==> src/rtl/ctrl_pipe_hazard.sv <==
// ctrl_pipe_hazard
//   Control-side pipeline for the 5-stage MIPS core. It takes the decoded
//   WB/MEM/EX control buses and register numbers of the instruction in ID and
//   carries them through the ID/EX, EX/MEM and MEM/WB stage registers. It also
//   detects load-use hazards, squashes instructions on a taken branch, and
//   generates the EX-stage forwarding selects.
//
// Ports
//   i_clk          clock, rising edge
//   i_rst          synchronous active-high reset, clears every stage register
//   i_enable       global advance enable; 0 freezes every register
//   i_flush        branch taken in MEM; squashes the ID and EX instructions
//   i_ctrl_wb_bus  WB controls of ID instr   [1]=RegWrite [0]=MemtoReg
//   i_ctrl_mem_bus MEM controls of ID instr  [2]=MemRead [1]=MemWrite [0]=Branch
//   i_ctrl_exc_bus EX controls of ID instr (opaque)
//   i_id_rs/rt     source registers of ID instr
//   i_id_wreg      destination register of ID instr
//   o_ex_ctrl_exc  EX controls in EX stage
//   o_mem_ctrl_mem MEM controls in MEM stage
//   o_wb_ctrl_wb   WB controls in WB stage
//   o_wb_wreg      destination register in WB stage
//   o_stall        hold PC and IF/ID; a bubble enters EX on this edge
//   o_fwd_a/b      EX operand forward select: 10=from MEM, 01=from WB, 00=none
module ctrl_pipe_hazard #(
  parameter int NB_CTRL_EX = 7,
  parameter int NB_CTRL_M  = 3,
  parameter int NB_CTRL_WB = 2,
  parameter int NB_REG     = 5
) (
  input  logic                  i_clk,
  input  logic                  i_rst,
  input  logic                  i_enable,
  input  logic                  i_flush,
  input  logic [NB_CTRL_WB-1:0] i_ctrl_wb_bus,
  input  logic [NB_CTRL_M-1:0]  i_ctrl_mem_bus,
  input  logic [NB_CTRL_EX-1:0] i_ctrl_exc_bus,
  input  logic [NB_REG-1:0]     i_id_rs,
  input  logic [NB_REG-1:0]     i_id_rt,
  input  logic [NB_REG-1:0]     i_id_wreg,
  output logic [NB_CTRL_EX-1:0] o_ex_ctrl_exc,
  output logic [NB_CTRL_M-1:0]  o_mem_ctrl_mem,
  output logic [NB_CTRL_WB-1:0] o_wb_ctrl_wb,
  output logic [NB_REG-1:0]     o_wb_wreg,
  output logic                  o_stall,
  output logic [1:0]            o_fwd_a,
  output logic [1:0]            o_fwd_b
);

  logic [NB_CTRL_WB-1:0] ex_wb;
  logic [NB_CTRL_M-1:0]  ex_m;
  logic [NB_CTRL_EX-1:0] ex_ex;
  logic [NB_REG-1:0]     ex_rs;
  logic [NB_REG-1:0]     ex_rt;
  logic [NB_REG-1:0]     ex_wreg;

  logic [NB_CTRL_WB-1:0] mem_wb;
  logic [NB_CTRL_M-1:0]  mem_m;
  logic [NB_REG-1:0]     mem_wreg;

  logic [NB_CTRL_WB-1:0] wb_wb;
  logic [NB_REG-1:0]     wb_wreg;

  logic ex_is_load;
  logic ex_hits_id;

  // A load in EX whose destination is read by the instruction in ID cannot be
  // forwarded in time; hold ID for one cycle. A flush or a frozen pipe makes
  // the hazard moot.
  assign ex_is_load = ex_m[2] & (ex_wreg != '0);
  assign ex_hits_id = (ex_wreg == i_id_rs) | (ex_wreg == i_id_rt);
  assign o_stall    = ex_is_load & ex_hits_id & ~i_flush & i_enable;

  function automatic logic [1:0] fwd_sel(input logic [NB_REG-1:0] src);
    logic [1:0] sel;
    sel = 2'b00;
    // MEM holds the more recent write, so it is checked first.
    if (mem_wb[1] && (mem_wreg != '0) && (mem_wreg == src))
      sel = 2'b10;
    else if (wb_wb[1] && (wb_wreg != '0) && (wb_wreg == src))
      sel = 2'b01;
    return sel;
  endfunction

  assign o_fwd_a = fwd_sel(ex_rs);
  assign o_fwd_b = fwd_sel(ex_rt);

  always_ff @(posedge i_clk) begin
    if (i_rst) begin
      ex_wb    <= '0;
      ex_m     <= '0;
      ex_ex    <= '0;
      ex_rs    <= '0;
      ex_rt    <= '0;
      ex_wreg  <= '0;
      mem_wb   <= '0;
      mem_m    <= '0;
      mem_wreg <= '0;
      wb_wb    <= '0;
      wb_wreg  <= '0;
    end else if (i_enable) begin
      // WB always takes MEM, so a branch sitting in MEM still completes.
      wb_wb   <= mem_wb;
      wb_wreg <= mem_wreg;

      if (i_flush) begin
        mem_wb   <= '0;
        mem_m    <= '0;
        mem_wreg <= '0;
      end else begin
        mem_wb   <= ex_wb;
        mem_m    <= ex_m;
        mem_wreg <= ex_wreg;
      end

      if (i_flush || o_stall) begin
        ex_wb   <= '0;
        ex_m    <= '0;
        ex_ex   <= '0;
        ex_rs   <= '0;
        ex_rt   <= '0;
        ex_wreg <= '0;
      end else begin
        ex_wb   <= i_ctrl_wb_bus;
        ex_m    <= i_ctrl_mem_bus;
        ex_ex   <= i_ctrl_exc_bus;
        ex_rs   <= i_id_rs;
        ex_rt   <= i_id_rt;
        ex_wreg <= i_id_wreg;
      end
    end
  end

  assign o_ex_ctrl_exc  = ex_ex;
  assign o_mem_ctrl_mem = mem_m;
  assign o_wb_ctrl_wb   = wb_wb;
  assign o_wb_wreg      = wb_wreg;

endmodule

==> config.mk <==
export PLATFORM = sky130hd
export DESIGN_NAME = ctrl_pipe_hazard
export DESIGN_NICKNAME = d
export VERILOG_FILES = /design/src/rtl/ctrl_pipe_hazard.sv
export SDC_FILE = /design/constraint.sdc
export NUM_CORES = 1
export LEC_CHECK = 0
export CAP_MARGIN = 20
export CORE_MARGIN = 10
export CORE_UTILIZATION = 50
export DETAILED_ROUTE_END_ITERATION = 16
export GPL_TIMING_DRIVEN = 0
export PLACE_DENSITY = 0.88
export SYNTH_ARGS = -nofsm -noshare
export SYNTH_HDL_FRONTEND = slang
export SYNTH_SLANG_ARGS = --single-unit
==> constraint.sdc <==
create_clock -name i_clk -period 2.5 [get_ports i_clk]
set_input_delay 0.375 -clock i_clk [delete_from_list [all_inputs] [get_ports i_clk]]
set_output_delay 0.375 -clock i_clk [all_outputs]
set_load 0.02 [all_outputs]
==> results.toml, run 1 <==
[layout]
drive_above_1_share = 0.1233
stdcell_area_sq_um = 2889
synthToLayoutAreaGrowth_pct = 34.48
postLayoutCoreUtil = 0.7070
antenna_cells = 0
stdcell_count = 350
nets = 330

[pwr]
p_per_area_nw_per_um2 = 569.5
leakagePower_nw = 1.113
ir_drop_v = 0.0003079

[sta]
timing.fmax_ghz = 0.4155
finalCritPeriodShare = 0.9626
worst-slew-pin-transition_ns = 0.5710
slew_violations = 0
setup_tns_ns = 0
timing.slew.headroom = 0.6179
fin_hold_ws_ns = 0.4633
fin_skew_ns = 0.005705
hold_violations = 0
finalSetupViolCount = 0
fin_crit_ns = 2.406
rsz0062_at_grt = "no"

[global_routing]
antenna_found_initial = 0
grt_pass1_vias = 2149
grt_max_degree = 14
grt-ovfl-total = 0
grt_use_total = 0.1734
grt_pass1_wl_microns = 10560

[worst_hold_path]
whs_endpoint = "mem_wreg[1]"
hold_start = "i_enable"
min_path_cells = 3
hp-class = "in -> reg"

[logic_synthesis]
synth_seq_cells = 44
yosysUniqueCellTypes = 23
avgSynthCellArea_sq_um = 8.951
synthesis.area_sq_um = 2148
synth_nets = 271
ys.warnings.count = 0
syn_inst = 240
yosysSeqAreaShare = 0.4100

[cts]
cts_tree = "built"
cts-htree-levels = 2
insertion_delay_ns = 0.30
cts_buffers = 5
cts_root_buf = "clkbuf_8"
cts_hold_buffers = 0
clock_sinks = 44
cts_buffer_depth = 2
clk_pin_slew_ns = 0.08

[placement]
dpl.cell_count = 340
dpl_cell_area_sq_um = 2711
portBuffers = 50
dpl.hpwl_microns = 4481
gp_congestion = 0.8302

[drt]
ant_nets = 0
dr_total_vias = 2115
wl_per_cell_microns = 17.97
firstDrtPassIters = 4
via_per_inst = 6.043
drc = 0
drt-initial-drc-count = 196
finalWirelength_microns = 6289

[floorplan]
fp.dieW_microns = 85.55
die-area_sq_um = 7319
std_cell_rows = 23
start_util = 0.5257
pin_count = 53
core_sq_um = 4086
chipHeight_microns = 85.55

[worst_setup_path]
r2r_slack_ns = 0.69
arrival_ns = 2.03
path_class = "reg -> out"
required_ns = 2.12
r2r_end = "ex_rs[3]"
startpoint_type = "flip-flop"
r2r_cells = 6
cp-end-kind = "primary output"
reg2reg_from = "ex_wreg[4]"
cp_max_fo = 10

[status]
status = "completed"

[flow_run]
cap_violations = 0
-- cell families after synthesis --
logic type | Yosys count | share of synthesized area
multiplexers | 7 | 0.03262
AND/OR/NAND/NOR | 73 | 0.1759
buffers and inverters | 18 | 0.04542
flip-flops | 44 | 0.4100
XOR/XNOR | 30 | 0.1223
AO/OA/AOI/OAI | 68 | 0.2137
-- what timing repair did --
action,in CTS,in global routing
resized for setup,15,9
hold endpoints to repair,0,0
pin swaps,2,1
endpoints found under the setup margin,5,4
buffers inserted,2,0
-- worst max path at each step --
stage,from,end,slack [ns],depth (start not counted)
global route,o_wb_wreg[3],o_fwd_b[0],0.009,5
finish,ex_wreg[4],o_stall,0.09,5
floorplan,mem_wreg[1],o_fwd_a[0],0.17,4
detailed placement,i_id_rs[0],o_stall,-0.45,6
CTS,mem_wreg[0],o_fwd_a[1],0.003,4
global placement,i_id_rt[4],o_stall,-0.38,6
-- where the power goes --
group | internal (mW) | switching, mW | total, mW
combinational | 0.135 | 0.132 | 0.267
sequential | 0.738 | 0.0421 | 0.780
clock | 0.353 | 0.245 | 0.598
total | 1.23 | 0.419 | 1.65
-- worst max-delay path, stage by stage (launching register included) --
cell	delay [ns]
dfxtp_1	0.39
or4_4	0.58
o211ai_4	0.22
buf_6	0.17
nor2b_1	0.05
dlygate4sd2_1	0.32
-- sequential cells by signal, summed over array words and instances, names as in the netlist, 3 cells and up --
name	cells
ex_rs	5
mem_wreg	5
ex_m	3
o_wb_wreg	5
o_ex_ctrl_exc	7
ex_rt	5
ex_wreg	5
o_mem_ctrl_mem	3
-- cell type report --
| type | instances | area, sq um |
|---|---|---|
| clock inverters | 1 | 30.03 |
| plain buffers | 18 | 97.59 |
| flip-flops and latches | 44 | 884.6 |
| well taps | 50 | 62.56 |
| multi-input cells | 178 | 1209 |
| clock buffers | 7 | 96.34 |
| repair buffers | 52 | 509.2 |
| fillers | 312 | 1197 |
-- placed cells by master (no fill, tap or decap), drive strengths merged --
master,count
clkdlybuf4s50,45
dfxtp,44
nand2,29
o21ai,29
a32oi,27
xnor2,16
buf,15
xor2,14
clkbuf,14
a21oi,10
nor2,9
nand2b,9
nand3b,9
mux2i,7
or4,5
nand3,4
nor2b,4
nor4,4
dlymetal6s2s,2
o211ai,1
o22ai,1
bufinv,1
dlygate4sd2,1
-- metrics by stage --
step           setup slack, ns  power [mW]
3_3_place_gp           -0.3830       1.036
5_1_grt               0.009357       1.701
3_5_place_dp           -0.4533       1.045
6_report               0.09351       1.645
4_1_cts               0.002644       1.644
2_1_floorplan           0.1748      0.9281
-- synthesized netlist by cell type (all sizes together) --
master | n | area (sq um)
o211ai | 1 | 21.27
xnor2 | 16 | 140.1
mux2i | 7 | 70.07
nor2 | 9 | 33.78
buf | 11 | 67.56
dfxtp | 44 | 880.8
nand3b | 9 | 67.56
or4 | 5 | 41.29
o21ai | 29 | 145.1
o22ai | 1 | 6.260
nor2b | 4 | 25.02
a32oi | 27 | 236.5
nand2 | 29 | 108.9
clkbuf | 7 | 30.02
nor4 | 4 | 25.02
nand3 | 4 | 20.02
nand2b | 9 | 56.30
a21oi | 10 | 50.05
xor2 | 14 | 122.6
-- per-layer routing --
metal	GRT usage	wire [microns]	share of wire	vias to the layer above
li1	-	-	-	995
met1	0.2037	2620	0.42	1032
met2	0.2807	3084	0.49	75
met3	0.05771	445	0.071	13
met4	0.07635	139	0.022	0
met5	0	0	0	-
(Power assumes the default switching activity.)
==> run 2, diff against run 1 <==
- CAP_MARGIN: 20 -> 25
- CORE_UTILIZATION: 50 -> 44
- PLACE_DENSITY: 0.88 -> 0.82
- clock period: 2.5 -> 2.13 ns (I/O delays scaled with it)
==> run 2 against run 1 <==
Net effect:
- the run now ends with negative setup slack left
- sequential power is 16% higher
- total power is 17% higher
- cell area increased by 3.8%
- non-clock buffer count rose by 7
- worst hold slack got worse by 0.051 ns
- clock skew about the same
- register-to-register slack worse by 0.45 ns
- clock power up 17%
- count of clock-buffer cells in the layout unchanged
- final cell count is 6.9% higher
- combinational power grew 20%
- setup slack worse by 0.17 ns
==> results.toml, run 2 (synthesized netlist as in run 1, its figures left out) <==
[status]
status = "complete, but fails checks"
violations = "negative setup slack"

[cts]
cts-htree-levels = 2
clock_sinks = 44
clk_pin_slew_ns = 0.08
cts_buffers = 5
cts_hold_buffers = 0
cts_root_buf = "clkbuf_8"
cts_tree = "built"
insertion_delay_ns = 0.30
cts_buffer_depth = 2

[sta]
setup_tns_ns = -0.2057
timing.slew.headroom = 0.6129
timing.fmax_ghz = 0.4522
fin_hold_ws_ns = 0.4128
worst-slew-pin-transition_ns = 0.5784
setup_ws_ns = -0.08119
hold_violations = 0
rsz0062_at_grt = "yes"
fin_crit_ns = 2.211
finalSetupViolCount = 3
slew_violations = 0
finalCritPeriodShare = 1.038
fin_skew_ns = 0.005255

[layout]
nFillCells = 399
seq_area_sq_um = 908.4
mostFrequentLayoutCell = "clkdlybuf4s50_1"
synthToLayoutAreaGrowth_pct = 39.55
stdcell_area_sq_um = 2998
nets = 337
antenna_cells = 0
layout.cells.most_common_list = "45 x clkdlybuf4s50_1, 34 x dfxtp_1, 29 x nand2_1"
drive_above_1_share = 0.1792
stdcell_count = 374
multi_input_area_sq_um = 1226
largest_reg_flops = 7

[placement]
dpl.cell_count = 357
dpl.hpwl_microns = 4404
gp_congestion = 0.8276
portBuffers = 50
dpl_cell_area_sq_um = 2745

[global_routing]
grt_max_degree = 14
grt_pass1_vias = 2129
grt_pass1_wl_microns = 10670
grt_use_total = 0.1553
antenna_found_initial = 0
grt-ovfl-total = 0

[pwr]
ir_drop_v = 0.0004607
leakagePower_nw = 1.118
p_per_area_nw_per_um2 = 643.6

[worst_setup_path]
max_stage_delay_ns = 0.54
path_class = "reg -> out"
cp_max_fo = 2
slowest_stage = "or4_4"
arrival_ns = 1.89
critPathBufInv = 2
critical_path.top_delay_family = "simple AND/OR/NAND/NOR gates"
required_ns = 1.81
worstPathCellList = "or4_4 > o21ai_4 > buf_6 > nor4_2 > nor4_2 > buf_4"
worst_path_most_repeated_cell = "nor4_2"
cp-end-kind = "primary output"
startpoint_type = "flip-flop"

[drt]
met3_length_microns = 502
dr.max_layer_used = "met4"
drt-met1-wl_microns = 2649
ant_nets = 0
wl_per_cell_microns = 17.13
drc = 0
via_per_inst = 5.599
dr_total_vias = 2094
finalWirelength_microns = 6407
firstDrtPassIters = 4
drt-initial-drc-count = 184
met2_length_microns = 3110

[floorplan]
chipHeight_microns = 89.88
std_cell_rows = 25
core_sq_um = 4723
start_util = 0.4548
pin_count = 53
fp.dieW_microns = 89.88
die-area_sq_um = 8078

[flow_run]
cap_violations = 0

[worst_hold_path]
hp-class = "in -> reg"
[run 2: stage by stage]
stage	worst slack, ns	power, mW	util
final	-0.08119	1.929	0.6347
after global routing	-0.1904	2.001	0.6347
after CTS	-0.08318	1.931	0.6336
after detailed placement	-0.6432	1.225	0.5812
after global placement	-0.6655	1.219	0.5812
after floorplan	0.06415	1.090	-
[run 2: timing repair]
action	in CTS	in global routing
setup buffers	8	1
gates resized for setup	45	4
gates cloned	0	0
pin swaps	9	2
endpoints found under the setup margin	5	5
[run 2: layer usage]
layer / vias to the layer above / GRT usage
li1: 1015 / -
met1: 974 / 0.1805
met2: 87 / 0.2567
met3: 18 / 0.05736
met4: 0 / 0.05305
met5: - / 0
[run 2: path summary, 6_finish.rpt]
path | end | slack, ns | startpoint | cells past startpoint
worst min register to register | mem_wb[0] | 0.48 | mem_wb[0] | 2
worst max register to register | ex_rs[3] | 0.24 | ex_wreg[4] | 7
worst min-delay path | mem_wreg[1] | 0.41 | i_enable | 3
worst max-delay path | o_fwd_a[0] | -0.08 | mem_wreg[2] | 6
[run 2: tightest hold or removal path: stages]
cell,delay [ns]
buf_2,0.17
nand2b_1,0.13
a21oi_1,0.05
[run 2: layout make-up]
type | instances | share of cell area
timing repair buffer | 59 | 0.1853
clock buffer | 7 | 0.03214
tap | 67 | 0.02796
clock inverter | 1 | 0.01002
multi-input combinational | 178 | 0.4090
sequential | 44 | 0.3030
buffer | 18 | 0.03255
[run 2: where the power goes]
| part | switching, mW | internal, mW | leakage [nW] | total [mW] |
|---|---|---|---|---|
| clock | 0.286 | 0.414 | 0.0645 | 0.700 |
| sequential | 0.0470 | 0.861 | 0.366 | 0.908 |
| combinational | 0.159 | 0.162 | 0.687 | 0.321 |
==> run 3, diff against run 2 <==
- REMOVE_ABC_BUFFERS: not set -> 1
==> run 3 against run 2 <==
Net effect:
- the run still ends with negative setup slack left
- clock power fell by 8.7%
- count of clock-buffer cells in the layout fell by 2
- sequential power barely moved
- sequential share of layout area rose by 0.080 points
- worst hold slack got worse by 0.075 ns
- cell area fell by 0.13%
- register-to-register slack got worse by 0.08 ns
- non-clock buffer count fell by 11
- total power fell by 2.9%
- global-route usage fell by 1.9 points
- largest cell class unchanged
==> results.toml, run 3 (synthesized netlist as in run 1, its figures left out) <==
[worst_setup_path]
endpoint = "o_fwd_b[0]"
cp-end-kind = "primary output"
startpoint_type = "flip-flop"
arrival_ns = 1.86
r2r_end = "o_ex_ctrl_exc[4]"
required_ns = 1.81
crit_path_start = "o_wb_wreg[1]"
cp_max_fo = 2
r2r_slack_ns = 0.16
path_class = "reg -> out"
reg2reg_from = "ex_wreg[1]"
r2r_cells = 4

[global_routing]
grt_max_degree = 41
grt_pass1_vias = 1831
grt_pass1_wl_microns = 9425
grt_use_total = 0.1365
grt-ovfl-total = 0
antenna_found_initial = 0

[pwr]
p_per_area_nw_per_um2 = 625.7
finalPower_mw = 1.873
ir_drop_v = 0.0003291
leakagePower_nw = 1.135

[layout]
largest_reg_flops = 7
stdcell_area_sq_um = 2994
stdcell_count = 364
postLayoutCoreUtil = 0.6339
synthToLayoutAreaGrowth_pct = 39.37
nets = 327
layout.cells.most_common_list = "39 x clkdlybuf4s50_1, 33 x dfxtp_1, 29 x nand2_1"
drive_above_1_share = 0.1616
antenna_cells = 0
mostFrequentLayoutCell = "clkdlybuf4s50_1"
nFillCells = 380

[cts]
cts-htree-levels = 2
insertion_delay_ns = 0.30
cts_hold_buffers = 0
cts_buffers = 5
cts_tree = "built"
clock_sinks = 44
cts_root_buf = "clkbuf_8"
clk_pin_slew_ns = 0.09
cts_buffer_depth = 2

[sta]
timing.slew.headroom = 0.4348
setup_ws_ns = -0.04546
rsz0062_at_grt = "yes"
fin_skew_ns = 0.01002
hold_violations = 0
timing.fmax_ghz = 0.4597
fin_hold_ws_ns = 0.3376
setup_tns_ns = -0.07646
slew_violations = 0
fin_crit_ns = 2.175
finalSetupViolCount = 2
finalCritPeriodShare = 1.021
worst-slew-pin-transition_ns = 0.8452

[floorplan]
fp.dieW_microns = 89.88
start_util = 0.4548
core_sq_um = 4723
std_cell_rows = 25
pin_count = 53
die-area_sq_um = 8078
chipHeight_microns = 89.88

[drt]
drc = 0
finalWirelength_microns = 6079
ant_nets = 0
via_per_inst = 5.547
firstDrtPassIters = 4
drt-initial-drc-count = 176
wl_per_cell_microns = 16.70
dr_total_vias = 2019

[flow_run]
cap_violations = 0

[placement]
dpl.cell_count = 344
gp_congestion = 0.8505
portBuffers = 52
place_ws_ns = -1.268
dpl_cell_area_sq_um = 2721
dpl.hpwl_microns = 3867

[worst_hold_path]
hp-class = "in -> reg"

[status]
violations = "negative setup slack"
status = "complete, but fails checks"
run 3: cell count changes in the layout (fill, tap and decap cells not counted), sizes merged:
cell,delta
buf,-5
clkbuf,-10
clkdlybuf4s15,+2
clkdlybuf4s50,-6
clkinv,+1
clkinvlp,+1
dlygate4sd1,-1
dlygate4sd2,+1
dlymetal6s2s,+6
o211ai,+1
run 3: cell type report:
class	count	area, sq um	share of cell area
Tap cell	67	83.83	0.02800
Timing Repair Buffer	66	653.1	0.2181
Clock buffer	5	68.82	0.02298
Multi-Input combinational cell	179	1236	0.4129
Sequential cell	44	909.6	0.3038
Clock inverter	3	42.54	0.01421
run 3: worst min path at each step:
stage	startpoint	end	slack [ns]	depth (start not counted)
global route	i_id_rs[0]	ex_rs[0]	0.34	3
detailed placement	o_mem_ctrl_mem[0]	o_mem_ctrl_mem[0]	0.46	2
CTS	i_id_rt[0]	ex_rt[0]	0.45	3
global placement	ex_wb[1]	ex_wb[1]	0.45	2
floorplan	i_rst	mem_wb[0]	0.39	1
finish	i_id_rt[3]	ex_rt[3]	0.34	3
run 3: timing repair:
item	CTS	global route
gates cloned	1	0
setup endpoints to repair	32	25
resized for setup	40	18
pin swaps	6	7
setup buffers	4	7
run 3: power by group:
group          internal [mW]  switching [mW]  leakage [nW]
Sequential             0.861          0.0491         0.367
Combinational          0.171           0.153         0.714
Clock                  0.347           0.292        0.0541
run 3: critical path, stage by stage (launching register included):
cell and delay (ns):
dfxtp_4 0.35, buf_6 0.11, xor2_1 0.16, or4_1 0.52, nor4_1 0.21, buf_2 0.21
run 3: per-layer routing:
| metal | wire length, microns | track usage |
|---|---|---|
| met1 | 2659 | 0.1763 |
| met2 | 2856 | 0.2149 |
| met5 | 0 | 0 |
| met3 | 500 | 0.04156 |
| met4 | 63 | 0.03581 |
